### config.mk
export PLATFORM = sky130hd
export DESIGN_NAME = ram_bus_arbiter
export DESIGN_NICKNAME = d
export VERILOG_FILES = /design/src/rtl/pc8001_bus_pkg.sv /design/src/rtl/ram_bus_arbiter.sv
export SDC_FILE = /design/constraint.sdc
export NUM_CORES = 1
export LEC_CHECK = 0
export ABC_CLOCK_PERIOD_IN_PS = 2400
export CORE_AREA = 2 2 57 59
export DETAILED_ROUTE_END_ITERATION = 10
export DIE_AREA = 0 0 59 61
export DONT_BUFFER_PORTS = 1
export PLACE_DENSITY_LB_ADDON = 0.05
export SETUP_SLACK_MARGIN = 0.02
export SYNTH_ARGS = -nofsm -noshare
export SYNTH_HDL_FRONTEND = slang
export SYNTH_SLANG_ARGS = --single-unit
export TNS_END_PERCENT = 10
### constraint.sdc
create_clock -name clk -period 2.4 [get_ports clk]
set_input_delay 0.72 -clock clk [delete_from_list [all_inputs] [get_ports clk]]
set_output_delay 0.72 -clock clk [all_outputs]
set_load 0.05 [all_outputs]
### src/rtl/pc8001_bus_pkg.sv
// Shared definitions for the PC-8001 main-RAM bus arbiter: owner mux encoding
// and the arbiter state enum.
package pc8001_bus_pkg;

  localparam logic [1:0] OWN_CPU  = 2'b00;
  localparam logic [1:0] OWN_CRTC = 2'b01;
  localparam logic [1:0] OWN_EXT  = 2'b10;
  localparam logic [1:0] OWN_NONE = 2'b11;

  typedef enum logic [2:0] {
    ST_IDLE,
    ST_REQ,
    ST_CRTC,
    ST_EXT,
    ST_HANDOVER,
    ST_REL
  } arb_state_t;

endpackage

### src/rtl/ram_bus_arbiter.sv
// Main-RAM bus arbiter: takes the bus from the Z80 via BUSREQ/BUSAK and grants it
// to the CRTC row fetch (absolute priority) or the rate-limited aux DMA requester.
module ram_bus_arbiter
  import pc8001_bus_pkg::*;
#(
  parameter int EXT_MAX    = 64,
  parameter int CPU_MIN    = 16,
  parameter int LATE_LIMIT = 200,
  parameter int CNT_W      = 8
) (
  input  logic       clk,
  input  logic       rst_n,
  input  logic       crtc_busreq,
  output logic       crtc_busack,
  input  logic       ext_busreq,
  output logic       ext_busack,
  output logic       cpu_busreq_n,
  input  logic       cpu_busak_n,
  output logic [1:0] ram_owner,
  output logic       crtc_late,
  input  logic       late_clr
);

  // Handshake: a master owns the bus exactly while its busack is high; busack
  // rises only after the Z80 has answered BUSREQ with BUSAK, and drops the cycle
  // after the master's request level is seen low (or on preemption/limit).

  localparam logic [CNT_W-1:0] HOLD_LAST = CNT_W'(EXT_MAX - 1);
  localparam logic [CNT_W-1:0] GAP_LOAD  = CNT_W'(CPU_MIN);
  localparam logic [CNT_W-1:0] LATE_MAX  = CNT_W'(LATE_LIMIT);

  arb_state_t       state_q, state_d;
  logic [CNT_W-1:0] hold_q, gap_q, wait_q;
  logic             busreq_n_d, crtc_ack_d, ext_ack_d;
  logic [1:0]       owner_d;
  logic             waiting, late_hit;

  // State register; outputs are registered from the decode of the next state
  always_ff @(posedge clk or negedge rst_n) begin
    if (!rst_n) begin
      state_q      <= ST_IDLE;
      cpu_busreq_n <= 1'b1;
      crtc_busack  <= 1'b0;
      ext_busack   <= 1'b0;
      ram_owner    <= OWN_CPU;
    end else begin
      state_q      <= state_d;
      cpu_busreq_n <= busreq_n_d;
      crtc_busack  <= crtc_ack_d;
      ext_busack   <= ext_ack_d;
      ram_owner    <= owner_d;
    end
  end

  always_comb begin
    state_d = state_q;
    unique case (state_q)
      ST_IDLE: begin
        if (crtc_busreq)                         state_d = ST_REQ;
        else if (ext_busreq && gap_q == '0)      state_d = ST_REQ;
      end
      ST_REQ: begin
        if (!cpu_busak_n) begin
          if (crtc_busreq)     state_d = ST_CRTC;
          else if (ext_busreq) state_d = ST_EXT;
          else                 state_d = ST_REL;
        end
      end
      ST_CRTC: begin
        if (!crtc_busreq) state_d = ST_REL;
      end
      ST_EXT: begin
        if (crtc_busreq)                            state_d = ST_HANDOVER;
        else if (!ext_busreq || hold_q == HOLD_LAST) state_d = ST_REL;
      end
      ST_HANDOVER: state_d = ST_CRTC;
      ST_REL: begin
        if (cpu_busak_n) state_d = ST_IDLE;
      end
      default: state_d = ST_IDLE;
    endcase
  end

  always_comb begin
    busreq_n_d = 1'b1;
    crtc_ack_d = 1'b0;
    ext_ack_d  = 1'b0;
    owner_d    = OWN_CPU;
    unique case (state_d)
      ST_IDLE:     ;
      ST_REQ:      busreq_n_d = 1'b0;
      ST_CRTC: begin
        busreq_n_d = 1'b0;
        crtc_ack_d = 1'b1;
        owner_d    = OWN_CRTC;
      end
      ST_EXT: begin
        busreq_n_d = 1'b0;
        ext_ack_d  = 1'b1;
        owner_d    = OWN_EXT;
      end
      ST_HANDOVER: begin
        busreq_n_d = 1'b0;
        owner_d    = OWN_NONE;
      end
      ST_REL:      owner_d = OWN_NONE;
      default:     ;
    endcase
  end

  // Hold counts cycles of the current aux grant; gap enforces CPU time after a release
  always_ff @(posedge clk or negedge rst_n) begin
    if (!rst_n) begin
      hold_q <= '0;
      gap_q  <= '0;
    end else begin
      if (state_q != ST_EXT) hold_q <= '0;
      else                   hold_q <= hold_q + 1'b1;

      if (state_q == ST_REL && state_d == ST_IDLE)  gap_q <= GAP_LOAD;
      else if (state_q == ST_IDLE && gap_q != '0)   gap_q <= gap_q - 1'b1;
    end
  end

  assign waiting  = crtc_busreq && !crtc_busack;
  assign late_hit = waiting && (wait_q >= LATE_MAX - 1'b1);

  // Late flag is sticky; a coincident set beats late_clr
  always_ff @(posedge clk or negedge rst_n) begin
    if (!rst_n) begin
      wait_q    <= '0;
      crtc_late <= 1'b0;
    end else begin
      if (!waiting)              wait_q <= '0;
      else if (wait_q != LATE_MAX) wait_q <= wait_q + 1'b1;

      if (late_hit)      crtc_late <= 1'b1;
      else if (late_clr) crtc_late <= 1'b0;
    end
  end

endmodule

==> flow_summary_export.csv <==
group,metric,value,unit
place,post_dp_cell_area,1732,µm²
job,drv.max_cap_violation_count,0,
sta,final_min_period_over_clock_period,72.92,%
floorplanning,ioPinCount,12,
logic_synthesis,ys_seq_area_share,48.04,%
logic_synthesis,post-synth-top-area-cell,"sky130_fd_sc_hd__dfrtp_1",
floorplanning,floorplan.initialDensity,58.31,%
detailed_routing,route.antenna.remaining_nets,0,
detailed_routing,drc_errors,0,
sta,post-route-worst-setup-slack,0.6498,ns
detailed_routing,vias,1108,
cts,max-clock-path-buffers,2,
critical_path,reg_to_reg_startpoint,"crtc_busack$_DFF_PN0_",
cells_and_area,final-instance-count-excl-fill,200,
logic_synthesis,async_reset_ff_share,100.0,%
logic_synthesis,synth.area.top_cells,"sky130_fd_sc_hd__dfrtp_1 47%, sky130_fd_sc_hd__xor2_1 7.1%, sky130_fd_sc_hd__nor2_1 5.5%",
cts,clock_pin_slew_on_the_worst_setup_and_hold_paths,0.11,ns
detailed_routing,vias_per_cell,5.540,
worst_hold_path,worstHoldPathType,"input port to async pin",
place,dp_slack,0.6084,ns
cts,clock_tree_from_tritoncts,"built",
critical_path,setup.worst_path.start,"cpu_busreq_n$_DFF_PN1_",
sta,finalSetupViolCount,0,
logic_synthesis,yosys_warnings,0,
detailed_routing,drt-initial-drc-count,59,
place,detailed_place_hpwl,1967,µm
floorplanning,row_count,20,
logic_synthesis,avgSynthCellArea,10.56,µm²
critical_path,critical_path_peak_fanout,1,
logic_synthesis,postSynthCellCount,163,
cts,cts_sinks,33,
critical_path,worst_setup_end_kind,"output pin",
floorplanning,core_area,2953,µm²
logic_synthesis,synth_cell_type_count,46,
sta,final.min_clock_period,1.750,ns
run_status,run_status,"finished clean",
grt,number_of_global_route_vias_before_repair,1110,
grt,grt_pass1_wl,4899,µm
place,port-buffer-count,0,
sta,finalClockSkew,0.005441,ns
floorplanning,die-width,59,µm
sta,fin_hold_ws,0.06397,ns
cts,tritoncts.num_buffers,5,
critical_path,crit_path_start_kind,"flip-flop",
cells_and_area,count_of_inserted_antenna_diode_cells,0,
sta,worst_slew_pin_slew,0.5139,ns
grt,maximum_number_of_pins_on_one_net_before_global_route_repair,34,
cells_and_area,flow.area_growth_from_synthesis,4.651,%
cts,cts-root-buf,"sky130_fd_sc_hd__clkbuf_4",
cells_and_area,final_layout_size_suffix_gt1_share,13.77,%
detailed_routing,routed_wire_length_per_instance,13.86,µm
floorplanning,fp.dieArea,3599,µm²
logic_synthesis,syn_area,1722,µm²
sta,fin_setup_tns,0,ns
detailed_routing,detail_route.wirelength,2772,µm
floorplanning,die_h,61,µm
logic_synthesis,count_of_flip_flops_with_a_built_in_enable_after_synthesis,0,
logic_synthesis,synthFlopType,"sky130_fd_sc_hd__dfrtp_1",
cts,cts_repair_resize_count,0,
sta,maxSlewViolCount,0,
cts,cts.htree.levels,2,
logic_synthesis,synthesis.nets,174,
power_and_ir_drop,cellLeakagePower,0.7940,nW
detailed_routing,detailed_routing_iteration_count_for_the_pre_antenna_repair_pass,4,
grt,grt_remaining_overflow,0,
power_and_ir_drop,total_power,1.935,mW
sta,finalHoldViolations,0,
cts,clk-insertion-delay-late,0.33,ns
cells_and_area,fin_util,61.02,%
grt,grtUsageTotal,18.48,%
cells_and_area,fin_area,1802,µm²
logic_synthesis,synth_top_cell_area_share,46.51,%
sta,max_clock_freq,571.4,MHz
power_and_ir_drop,power.density,1074,nW/µm²
power_and_ir_drop,highest_ir_drop_seen_on_vdd,761.4,µV
place,placer_congestion,0.8096,
critical_path,cp.arrival,1.03,ns
grt,antenna_found_initial,0,
critical_path,critical_path_required,1.68,ns
cells_and_area,design.final.nets,177,
sta,slew-limit-headroom,65.74,%
place,placed_cells,192,
cts,holdBufCountCts,0,
sta,rsz0062_at_grt,"false",
cts,post_cts.repair.setup_buffers,0,
logic_synthesis,synth-seq-cells,33,
critical_path,criticalPathCategory,"flip-flop to output pin",
-- cell usage after synthesis (3+ instances only) --
cell                       number
sky130_fd_sc_hd__or3_1          4
sky130_fd_sc_hd__nand2_1        6
sky130_fd_sc_hd__nor2_1        25
sky130_fd_sc_hd__xor2_1        14
sky130_fd_sc_hd__o21ai_0        3
sky130_fd_sc_hd__ha_1           5
sky130_fd_sc_hd__nand3_1        9
sky130_fd_sc_hd__nor3_1         6
sky130_fd_sc_hd__inv_1          8
sky130_fd_sc_hd__dfrtp_1       32
sky130_fd_sc_hd__xnor2_1        4
sky130_fd_sc_hd__and3_1         3
sky130_fd_sc_hd__nand2b_1       3
-- sequential cells by signal (all words and copies together) (netlist names) --
signal,cells
cpu_busreq_n,1
crtc_busack,1
crtc_late,1
ext_busack,1
gap_q,8
hold_q,8
ram_owner,2
state_q,3
wait_q,8
-- cell families after synthesis --
kind of cell    Yosys count  synth area share (%)
mux                       1                0.5814
xor+xnor                 18                 9.157
fa+ha+maj                 5                 3.634
simple gates             74                 24.85
flops                    33                 48.04
compound gates           19                 9.957
buf+inv                  13                 3.778
-- layer usage --
metal | vias up | GRT usage [%] | routed length [µm]
li1 | 559 | - | -
met1 | 529 | 23.67 | 1352
met2 | 16 | 28.57 | 1285
met3 | 4 | 7.249 | 106
met4 | 0 | 6.818 | 28
met5 | - | 0 | 0
-- power breakdown --
| group | switching [mW] | internal, mW |
|---|---|---|
| Combinational | 0.293 | 0.261 |
| Clock | 0.188 | 0.170 |
| Sequential | 0.318 | 0.705 |
-- path summary, 6_finish.rpt --
path / endpoint / slack, ns / cells past startpoint
worst max register to register: wait_q[0]$_DFFE_PN0P_ / 0.66 / 5
max in group asynchronous: cpu_busreq_n$_DFF_PN1_ / 2.15 / 0
min in group clk: crtc_late$_DFFE_PN0P_ / 0.48 / 1
worst min register to register: hold_q[0]$_DFF_PN0_ / 0.49 / 1
worst max-delay path: cpu_busreq_n / 0.65 / 0
worst min-delay path: hold_q[4]$_DFF_PN0_ / 0.06 / 0
-- cell usage in the layout, fill, tap and decap left out, types with 2 or more instances in the layout --
cell,n
sky130_fd_sc_hd__nor2_1,25
sky130_fd_sc_hd__or3b_1,2
sky130_fd_sc_hd__clkbuf_8,2
sky130_fd_sc_hd__nand2b_1,3
sky130_fd_sc_hd__nand3_2,2
sky130_fd_sc_hd__nand3b_1,2
sky130_fd_sc_hd__nor2b_1,2
sky130_fd_sc_hd__o21ai_0,3
sky130_fd_sc_hd__nor3_1,6
sky130_fd_sc_hd__xnor2_1,4
sky130_fd_sc_hd__o21ai_1,2
sky130_fd_sc_hd__dfrtp_1,32
sky130_fd_sc_hd__ha_1,5
sky130_fd_sc_hd__clkbuf_4,5
sky130_fd_sc_hd__nand3_1,9
sky130_fd_sc_hd__and3_1,3
sky130_fd_sc_hd__a211oi_1,2
sky130_fd_sc_hd__a21oi_1,2
sky130_fd_sc_hd__or3_1,4
sky130_fd_sc_hd__nand2_1,6
sky130_fd_sc_hd__xor2_1,14
sky130_fd_sc_hd__inv_1,8
-- final cells by class --
| type | instances | area [µm²] |
|---|---|---|
| Tap cell | 33 | 41.29 |
| Inverter | 9 | 33.78 |
| Multi-Input combinational cell | 117 | 829.5 |
| Clock inverter | 1 | 5.005 |
| Sequential cell | 33 | 827.0 |
| Fill cell | 260 | 1151 |
| Clock buffer | 7 | 65.06 |
(Power assumes the default switching activity.)
